### src/rtl/quad_encoder_gen.sv
`default_nettype none
// ============================================================================
// Module   : quad_encoder_gen
// Brief    : Quadrature encoder emulator; turns step commands into Gray-coded
//            A/B phase edges spaced by (period << 6) + 1 clock cycles.
// Revision : 1.0 - initial release
// ============================================================================
module quad_encoder_gen #(
    parameter int WIDTH   = 16,
    parameter int STEPS_W = 8
) (
    input  logic               clk,
    input  logic               reset,
    input  logic [7:0]         period,
    input  logic               cmd_valid,
    output logic               cmd_ready,
    input  logic               cmd_dir,
    input  logic [STEPS_W-1:0] cmd_steps,
    input  logic               abort,
    output logic               enc_a,
    output logic               enc_b,
    output logic               busy,
    output logic               done,
    output logic [15:0]        position
);

    typedef enum logic [0:0] {
        S_IDLE = 1'b0,
        S_RUN  = 1'b1
    } state_t;

    localparam logic [WIDTH-1:0]   c_presc_one = WIDTH'(1);
    localparam logic [STEPS_W-1:0] c_step_one  = STEPS_W'(1);
    localparam logic [15:0]        c_pos_one   = 16'd1;
    localparam logic [1:0]         c_phase_one = 2'd1;

    state_t             r_state;
    logic [1:0]         r_phase;
    logic               r_dir;
    logic [STEPS_W-1:0] r_remaining;
    logic [WIDTH-1:0]   r_interval;
    logic [WIDTH-1:0]   r_prescaler;
    logic               r_done;
    logic [15:0]        r_position;

    always_ff @(posedge clk) begin
        if (reset) begin
            r_state     <= S_IDLE;
            r_phase     <= 2'd0;
            r_dir       <= 1'b0;
            r_remaining <= '0;
            r_interval  <= '0;
            r_prescaler <= '0;
            r_done      <= 1'b0;
            r_position  <= 16'd0;
        end else begin
            r_done <= 1'b0;
            case (r_state)
                S_IDLE: begin
                    if (cmd_valid) begin
                        if (cmd_steps != '0) begin
                            r_dir       <= cmd_dir;
                            r_remaining <= cmd_steps;
                            // Interval is frozen for the whole command
                            r_interval  <= WIDTH'(period) << 6;
                            r_prescaler <= '0;
                            r_state     <= S_RUN;
                        end else begin
                            r_done <= 1'b1;
                        end
                    end
                end
                S_RUN: begin
                    if (abort) begin
                        r_state <= S_IDLE;
                    end else if (r_prescaler >= r_interval) begin
                        r_prescaler <= '0;
                        r_phase     <= r_dir ? r_phase + c_phase_one : r_phase - c_phase_one;
                        r_position  <= r_dir ? r_position + c_pos_one : r_position - c_pos_one;
                        r_remaining <= r_remaining - c_step_one;
                        if (r_remaining == c_step_one) begin
                            r_state <= S_IDLE;
                            r_done  <= 1'b1;
                        end
                    end else begin
                        r_prescaler <= r_prescaler + c_presc_one;
                    end
                end
            endcase
        end
    end

    // Phase sequence 0,1,2,3 -> AB = 00,10,11,01
    assign enc_a     = r_phase[1] ^ r_phase[0];
    assign enc_b     = r_phase[1];
    assign busy      = (r_state == S_RUN);
    assign cmd_ready = (r_state == S_IDLE);
    assign done      = r_done;
    assign position  = r_position;

endmodule
`default_nettype wire
### config.mk
export PLATFORM = sky130hd
export DESIGN_NAME = quad_encoder_gen
export DESIGN_NICKNAME = d
export VERILOG_FILES = /design/src/rtl/quad_encoder_gen.sv
export SDC_FILE = /design/constraint.sdc
export NUM_CORES = 1
export LEC_CHECK = 0
export CAP_MARGIN = 20
export CORE_ASPECT_RATIO = 1.75
export CORE_MARGIN = 5
export CORE_UTILIZATION = 29
export CTS_BUF_LIST = sky130_fd_sc_hd__clkbuf_4
export CTS_CLUSTER_DIAMETER = 60
export CTS_CLUSTER_SIZE = 30
export DETAILED_ROUTE_END_ITERATION = 12
export MAX_ROUTING_LAYER = met4
export PLACE_DENSITY = 0.55
export SLEW_MARGIN = 10
export SYNTH_ARGS = -nofsm -noshare
export SYNTH_HDL_FRONTEND = slang
export SYNTH_SLANG_ARGS = --single-unit
### constraint.sdc
create_clock -name clk -period 2.5 [get_ports clk]
set_input_delay 0.375 -clock clk [delete_from_list [all_inputs] [get_ports clk]]
set_output_delay 0.375 -clock clk [all_outputs]
set_load 0.02 [all_outputs]
==> impl_results.md, run 1 <==
- Asr flop ratio synth: 0
- Critical path class: reg2reg
- Worst-path clk slew: 0.17 ns
- Total GRT Usage: 0.136
- Area share of fa/ha/maj cells after synthesis: 0.104
- Net Count, Synth: 464
- Routed len/inst: 15.1 µm
- Worst path buffer plus inverter count: 2
- Reg area: 1060 µm²
- Startpoint types: register
- YS warnings: 0
- Top-count cell post-synth: dfxtp_1
- Crit path depth: 9
- Mux cell area share after synthesis: 0.00302
- Num Clock Sinks: 53
- FILL cells: 1146
- Post-synthesis cell area: 3320 µm²
- Final worst path period share: 0.944
- Pre-antenna DRT Iters: 4
- Area occupied by multi-input gates: 2090 µm²
- CP max FO: 8
- Max-cap viol count: 0
- Post-DP HPWL: 7100 µm
- Global placer's final weighted congestion: 0.856
- Die area: 13800 µm²
- Share of the synthesized area in the top cell type: 0.320
- CTS tree: built
- Reg2reg start: r_dir$_SDFFE_PP0P_
- Share of cells above drive strength 1: 0.110
- F_max: 424 MHz
- Largest net degree at the start of global routing: 35
- Clock root cell: clkbuf_4
- CP Capture Type: register
- # rows: 51
- WP data required: 2.79 ns
- Post-synth top cells: 53 x dfxtp_1, 52 x nand2_1, 45 x a21oi_1, 31 x nor2_1, 29 x inv_1
- Final hold viol count: 0
- Sequential fraction of the synthesis area: 0.320
- Total Power: 2.00 mW
- Critical path destination: position[15]$_SDFFE_PP0P_
- Via count: 3200
- Congestion Overflow GR: 0
- Syn Inst Count: 416
- Hold_buf cts: 0
- Placeable Area: 11200 µm²
- Final slew viol count: 0
- CP delay by family, top: compound AO/OA/AOI/OAI gates
- Antenna cells: 0
- # IOs: 42
- Largest family of logic cells by synthesized area: compound AO/OA/AOI/OAI gates
- Cell Area, Placed: 4020 µm²
- Hold path startpoint: r_interval[13]$_SDFFE_PP0P_
- Arrival @ worst endpoint: 2.66 ns
- Crit path largest cell delay: 0.40 ns
- RSZ-0062 raised after global routing: true
- Worst skew pair latency: 0.39 ns
- Synth Register Bits: 53
- Nets@finish: 519
- CTS Buf Count: 5
- Area contributors post-synth: dfxtp_1 32%, ha_1 9.8%, a21oi_1 6.8%
- FF-to-FF End: position[15]$_SDFFE_PP0P_
- Die height: 151 µm
- Mean post-synth cell area: 7.97 µm²
- Run status: finished clean
- Layout area overhead: 23.9%
- PwrDens: 486 nW/µm²
- Slowest library cell on the worst path: ha_2
- Cell breakdown of the critical path: inv_1 > buf_4 > ha_2 > and4_2 > and4_1 > a32oi_2 > a2111oi_1 > o21ai_1 > o311ai_0
- First-pass GRT wire length: 15100 µm
- Post-synth EDFFs: 0
- Die Span X: 90.8 µm
- Util after Layout: 0.368
- CTS H-tree depth: 2
- DR vias/cell: 5.30
- Slew margin rel.: 0.606
- Crit path launch: r_dir$_SDFFE_PP0P_
- Worst-margin pin slew: 0.587 ns
- Setup TNS: 0 ns
- Cell area after layout: 4110 µm²
- Initial antenna violation count: 0
- Vias in the first global route: 3282
- Compound-Gate Fraction of Synth Area: 0.249
- Initial drt markers: 173
- DRC violation count after routing: 0
- Synth area leader: dfxtp_1
- Time the worst path needs with I/O delays and setup: 2.36 ns
- Clock Skews: 0.0137 ns
- Finish-stage setup viols: 0
- Peak supply drop: 0.204 mV
- Initial core utilization: 0.297
- Post-Synth XOR/XNOR Area: 0.0581
- Worst-case clock buffer depth: 2
- Lkg Pwr: 1.51 nW
- Simple-Gate Fraction of Synth Area: 0.203
- Yosys cell types: 52
- Synth Flop Type: dfxtp_1
- # port buffers: 41
- Routed WL: 9110 µm
- Antenna Violating Nets Remaining: 0
- Register-to-register setup slack: 0.14 ns
- HP Class: reg2reg
- R2r worst-path depth: 9
## area by class of cell
class	instances	area share
multi-input cells	314	0.509
repair buffers	68	0.152
clock buffers	5	0.00913
inverters	29	0.0265
well taps	132	0.0402
clock inverters	3	0.00518
flip-flops and latches	53	0.258
## stage by stage
step / hold slack (ns) / instances / worst slack (ns)
after global placement: 0.449 / 596 / 0.0540
after floorplan: 0.436 / 416 / 0.104
after global routing: 0.492 / 604 / -0.0312
after CTS: 0.471 / 604 / 0.0193
final: 0.468 / 604 / 0.139
after detailed placement: 0.450 / 596 / 0.0263
## placed cells by master (no fill, tap or decap), types with 3 or more instances in the layout
cell type,instances
a31o_2,3
inv_1,29
o311ai_1,3
or3_1,5
nand2_1,52
and3_1,6
clkbuf_4,5
xnor2_1,13
a31oi_1,5
dfxtp_1,53
a2111oi_1,3
a21oi_1,44
nor2_1,31
nand3_1,18
o21a_1,6
a211oi_1,8
clkdlybuf4s50_1,41
nor4_1,4
nor2b_1,5
o32ai_1,4
nor3_1,6
o31ai_1,10
nand4_1,5
a2111oi_0,3
ha_1,24
buf_4,26
xor2_1,9
o21ai_0,7
## sequential cells by signal (all words and copies together) (netlist names)
name / count
position: 16
busy: 1
r_phase: 2
r_dir: 1
r_prescaler: 16
done: 1
r_remaining: 8
r_interval: 8
## how the worst min path moves through the flow
stage	slack [ns]	depth (start not counted)	endpoint
6_report	0.47	2	r_interval[13]$_SDFFE_PP0P_
5_1_grt	0.49	3	r_interval[12]$_SDFFE_PP0P_
4_1_cts	0.47	2	r_interval[13]$_SDFFE_PP0P_
3_5_place_dp	0.45	2	r_interval[13]$_SDFFE_PP0P_
3_3_place_gp	0.45	2	r_interval[13]$_SDFFE_PP0P_
2_1_floorplan	0.44	2	r_interval[10]$_SDFFE_PP0P_
## cells by family after synthesis
| group | count (synthesis) |
|---|---|
| AND/OR/NAND/NOR | 143 |
| flip-flops | 53 |
| buffers and inverters | 49 |
| XOR/XNOR | 22 |
| adder cells (fa/ha/maj) | 27 |
| AO/OA/AOI/OAI | 121 |
| multiplexers | 1 |
## per-layer routing
layer / up-vias / part of all wire / GRT usage
met5: - / 0 / -
met4: 0 / 0.032 / 0.0536
met3: 17 / 0.023 / 0.0183
met2: 55 / 0.57 / 0.270
met1: 1499 / 0.38 / 0.131
li1: 1629 / - / -
## tightest hold or removal path, stage by stage (launching register included)
cell	delay, ns
dfxtp_1	0.34
nand2_1	0.05
a21oi_1	0.05
## report_power, final
part	switching [mW]	internal [mW]
Clock	0.305	0.112
Combinational	0.365	0.294
Sequential	0.0357	0.885
## timing repair
item,4_1_cts,5_1_grt
endpoints found under the hold margin,0,0
resized for setup,0,13
setup endpoints to repair,0,12
buffers inserted,0,0
Note: power is estimated with default switching activity, not from simulation.
==> run 2, diff against run 1 <==
--- a/config.mk
+++ b/config.mk
@@ -13,6 +13,7 @@
 export CTS_CLUSTER_DIAMETER = 60
 export CTS_CLUSTER_SIZE = 30
 export DETAILED_ROUTE_END_ITERATION = 12
+export GPL_ROUTABILITY_DRIVEN = 0
 export MAX_ROUTING_LAYER = met4
 export PLACE_DENSITY = 0.55
 export SLEW_MARGIN = 10
==> results of run 2 <==
Final layout, timing and power as in run 1 (identical DEF).
==> variant, RTL diff (flow settings as in run 1) <==
Add an input register stage for `period`; this delays it by one clock. The other inputs are not delayed to match. Comments in the files are not updated.
--- a/src/rtl/quad_encoder_gen.sv
+++ b/src/rtl/quad_encoder_gen.sv
@@ -36,2 +36,8 @@
 
+    logic [7:0] period_q;
+
+    always_ff @(posedge clk) begin
+        period_q <= period;
+    end
+
     state_t             r_state;
@@ -64,3 +70,3 @@
                             // Interval is frozen for the whole command
-                            r_interval  <= WIDTH'(period) << 6;
+                            r_interval  <= WIDTH'(period_q) << 6;
                             r_prescaler <= '0;
Formal check against the unedited RTL: not equivalent (a bounded check fails within 4 cycles, from zero or initial values and one cycle with reset high).
==> variant against run 1 <==
Synthesized cell count down 7.5%; core utilization rose by 1.2 points; maximum frequency is 2.2% lower; count of clock-buffer cells in the layout is 4 higher; worst setup slack worse by 0.053 ns; total power is 15% higher; sequential share of layout area increased by 2.8 points; clock power increased by 46%; combinational power is 6.5% lower; synthesized area grew 0.49%; final area increased by 3.9%; routed wire length decreased by 7.7%; critical path depth increased by 2; sequential cell count is 8 higher; critical path type unchanged; critical endpoint unchanged.
==> variant: results <==
clock_network:
  clk_pin_slew_ns: 0.11
  numCtsBuffers: 9
  clock_path_buffers: 2
  ctsHtreeMaxLevel: 3
  clk_latency_ns: 0.43
  cts_root_buf: "clkbuf_4"
critical_path:
  reg2regPathDepth: 11
  crit_family: "compound AO/OA/AOI/OAI gates"
  reg2reg_to: "position[15]"
  arrival_ns: 2.74
  reg2reg_slack_ns: 0.09
  cp_max_fo: 5
  cp_slowest_cell: "dfxtp_2"
  max_stage_delay_ns: 0.37
  rr_startpoint: "r_dir"
synthesis:
  async_reset_ff_share_pct: 0
  synth_cell_types: 56
  ys_seq_area_share_pct: 36.6
  synthTopCellsByCount: "dfxtp_1 (61), nor2_1 (48), a21oi_1 (32)"
  yosys_most_used_dff: "dfxtp_1"
  syn_nets: 433
  yosys_warnings: 0
  synthTopCellsByArea: "dfxtp_1 (37%), ha_1 (9.8%), nor2_1 (5.4%)"
grt:
  antenna_found_initial: 0
  grt_max_degree: 21
  grt_pass1_wl_mm: 13.9
  grt_use_total_pct: 12.6
placement:
  portBuffers: 41
  gp_congestion: 0.799
  dp_hpwl_mm: 6.37
drt:
  wl_per_cell_um: 14.2
  routed-via-count: 2979
  dr.pass1.iters: 5
  initialDrtViolationCount: 132
cells_and_area:
  fin_nets: 503
  layout-drive-gt1-share_pct: 16.3
  fillCellCount: 1173
  diodes: 0
worst_hold_path:
  hold_depth: 1
  min_from: "period[4]"
  hold_class: "in -> reg"
  min_to: "period_q[4]"
pwr:
  ir_worst_vdd_v: 0.000410
  power.leakage_nw: 1.72
sta:
  skew_ns: 0.0251
  max-slew-margin-rel_pct: 62.2
outcome:
  status: "finished clean"
[variant: changes by cell type after synthesis, moves of 8 or more]
cell and delta:
mux2i_1 +16, o31ai_1 -9, dfxtp_1 +8, xor2_1 +8, nand2_1 -24, a21oi_1 -13
inv_1 -14, o21ai_0 +10, nor2_1 +17
[variant: kinds of logic after synthesis]
| kind of cell | share of synthesized area [%] |
|---|---|
| compound gates | 16.6 |
| xor+xnor | 7.36 |
| flops | 36.6 |
| simple gates | 19.2 |
| fa+ha+maj | 10.4 |
| mux | 5.44 |
| buf+inv | 4.39 |
[variant: how the worst max path moves through the flow]
stage,cells past startpoint,endpoint,start,slack [ns]
global route,10,position[15],r_dir,-0.11
finish,11,position[15],r_dir,0.09
CTS,7,r_prescaler[6],r_prescaler[3],0.02
floorplan,9,position[15],r_dir,0.1
detailed placement,7,r_prescaler[3],cmd_steps[5],-0.17
global placement,9,r_prescaler[7],cmd_steps[5],-0.15
[variant: repair_timing]
| action | 4_1_cts | 5_1_grt |
|---|---|---|
| buffers inserted | 4 | 0 |
| resized for setup | 4 | 16 |
| endpoints found under the setup margin | 3 | 20 |
| cloned | 0 | 0 |
| pin swaps | 0 | 5 |
[variant: final cells by class]
class	count	share of cell area [%]
inverter	16	1.49
clock inverter	7	1.20
sequential	61	28.6
clock buffer	9	1.58
timing repair buffer	74	15.4
multi-input combinational	293	47.8
tap	132	3.87
[variant: per-layer routing]
layer / up-vias / routed length, um / GRT usage [%]
met5: - / 0 / -
met4: 0 / 146 / 4.62
met3: 14 / 334 / 2.87
met2: 57 / 4650 / 23.0
met1: 1399 / 3280 / 12.8
li1: 1509 / - / -
[variant: stage by stage]
| step | setup WS [ns] | hold WS (ns) | util (%) | cells | area [um2] |
|---|---|---|---|---|---|
| 2_1_floorplan | 0.0959 | 0.403 | - | 385 | 3330 |
| 6_report | 0.0863 | 0.380 | 38.0 | 592 | 4270 |
| 5_1_grt | -0.109 | 0.338 | 38.0 | 592 | 4270 |
| 4_1_cts | 0.0214 | 0.351 | 37.3 | 592 | 4190 |
| 3_3_place_gp | -0.151 | 0.456 | 36.0 | 572 | 4040 |
| 3_5_place_dp | -0.167 | 0.461 | 36.0 | 572 | 4040 |
[variant: power by group]
part           internal [mW]  switching, mW  leakage, nW
Combinational          0.296          0.319         1.16
Sequential              1.02         0.0443        0.499
Clock                  0.206          0.401       0.0623
Total                   1.52          0.764         1.72
[variant: worst reg2reg max path, delay by kind of cell (launching register included)]
kind,cells,cell delay [ns]
buffers and inverters,3,0.38
DFF,1,0.37
and+or+nand+nor,1,0.15
AOI/OAI and AO/OA,4,0.65
adders and majority gates,1,0.21
muxes,2,0.56
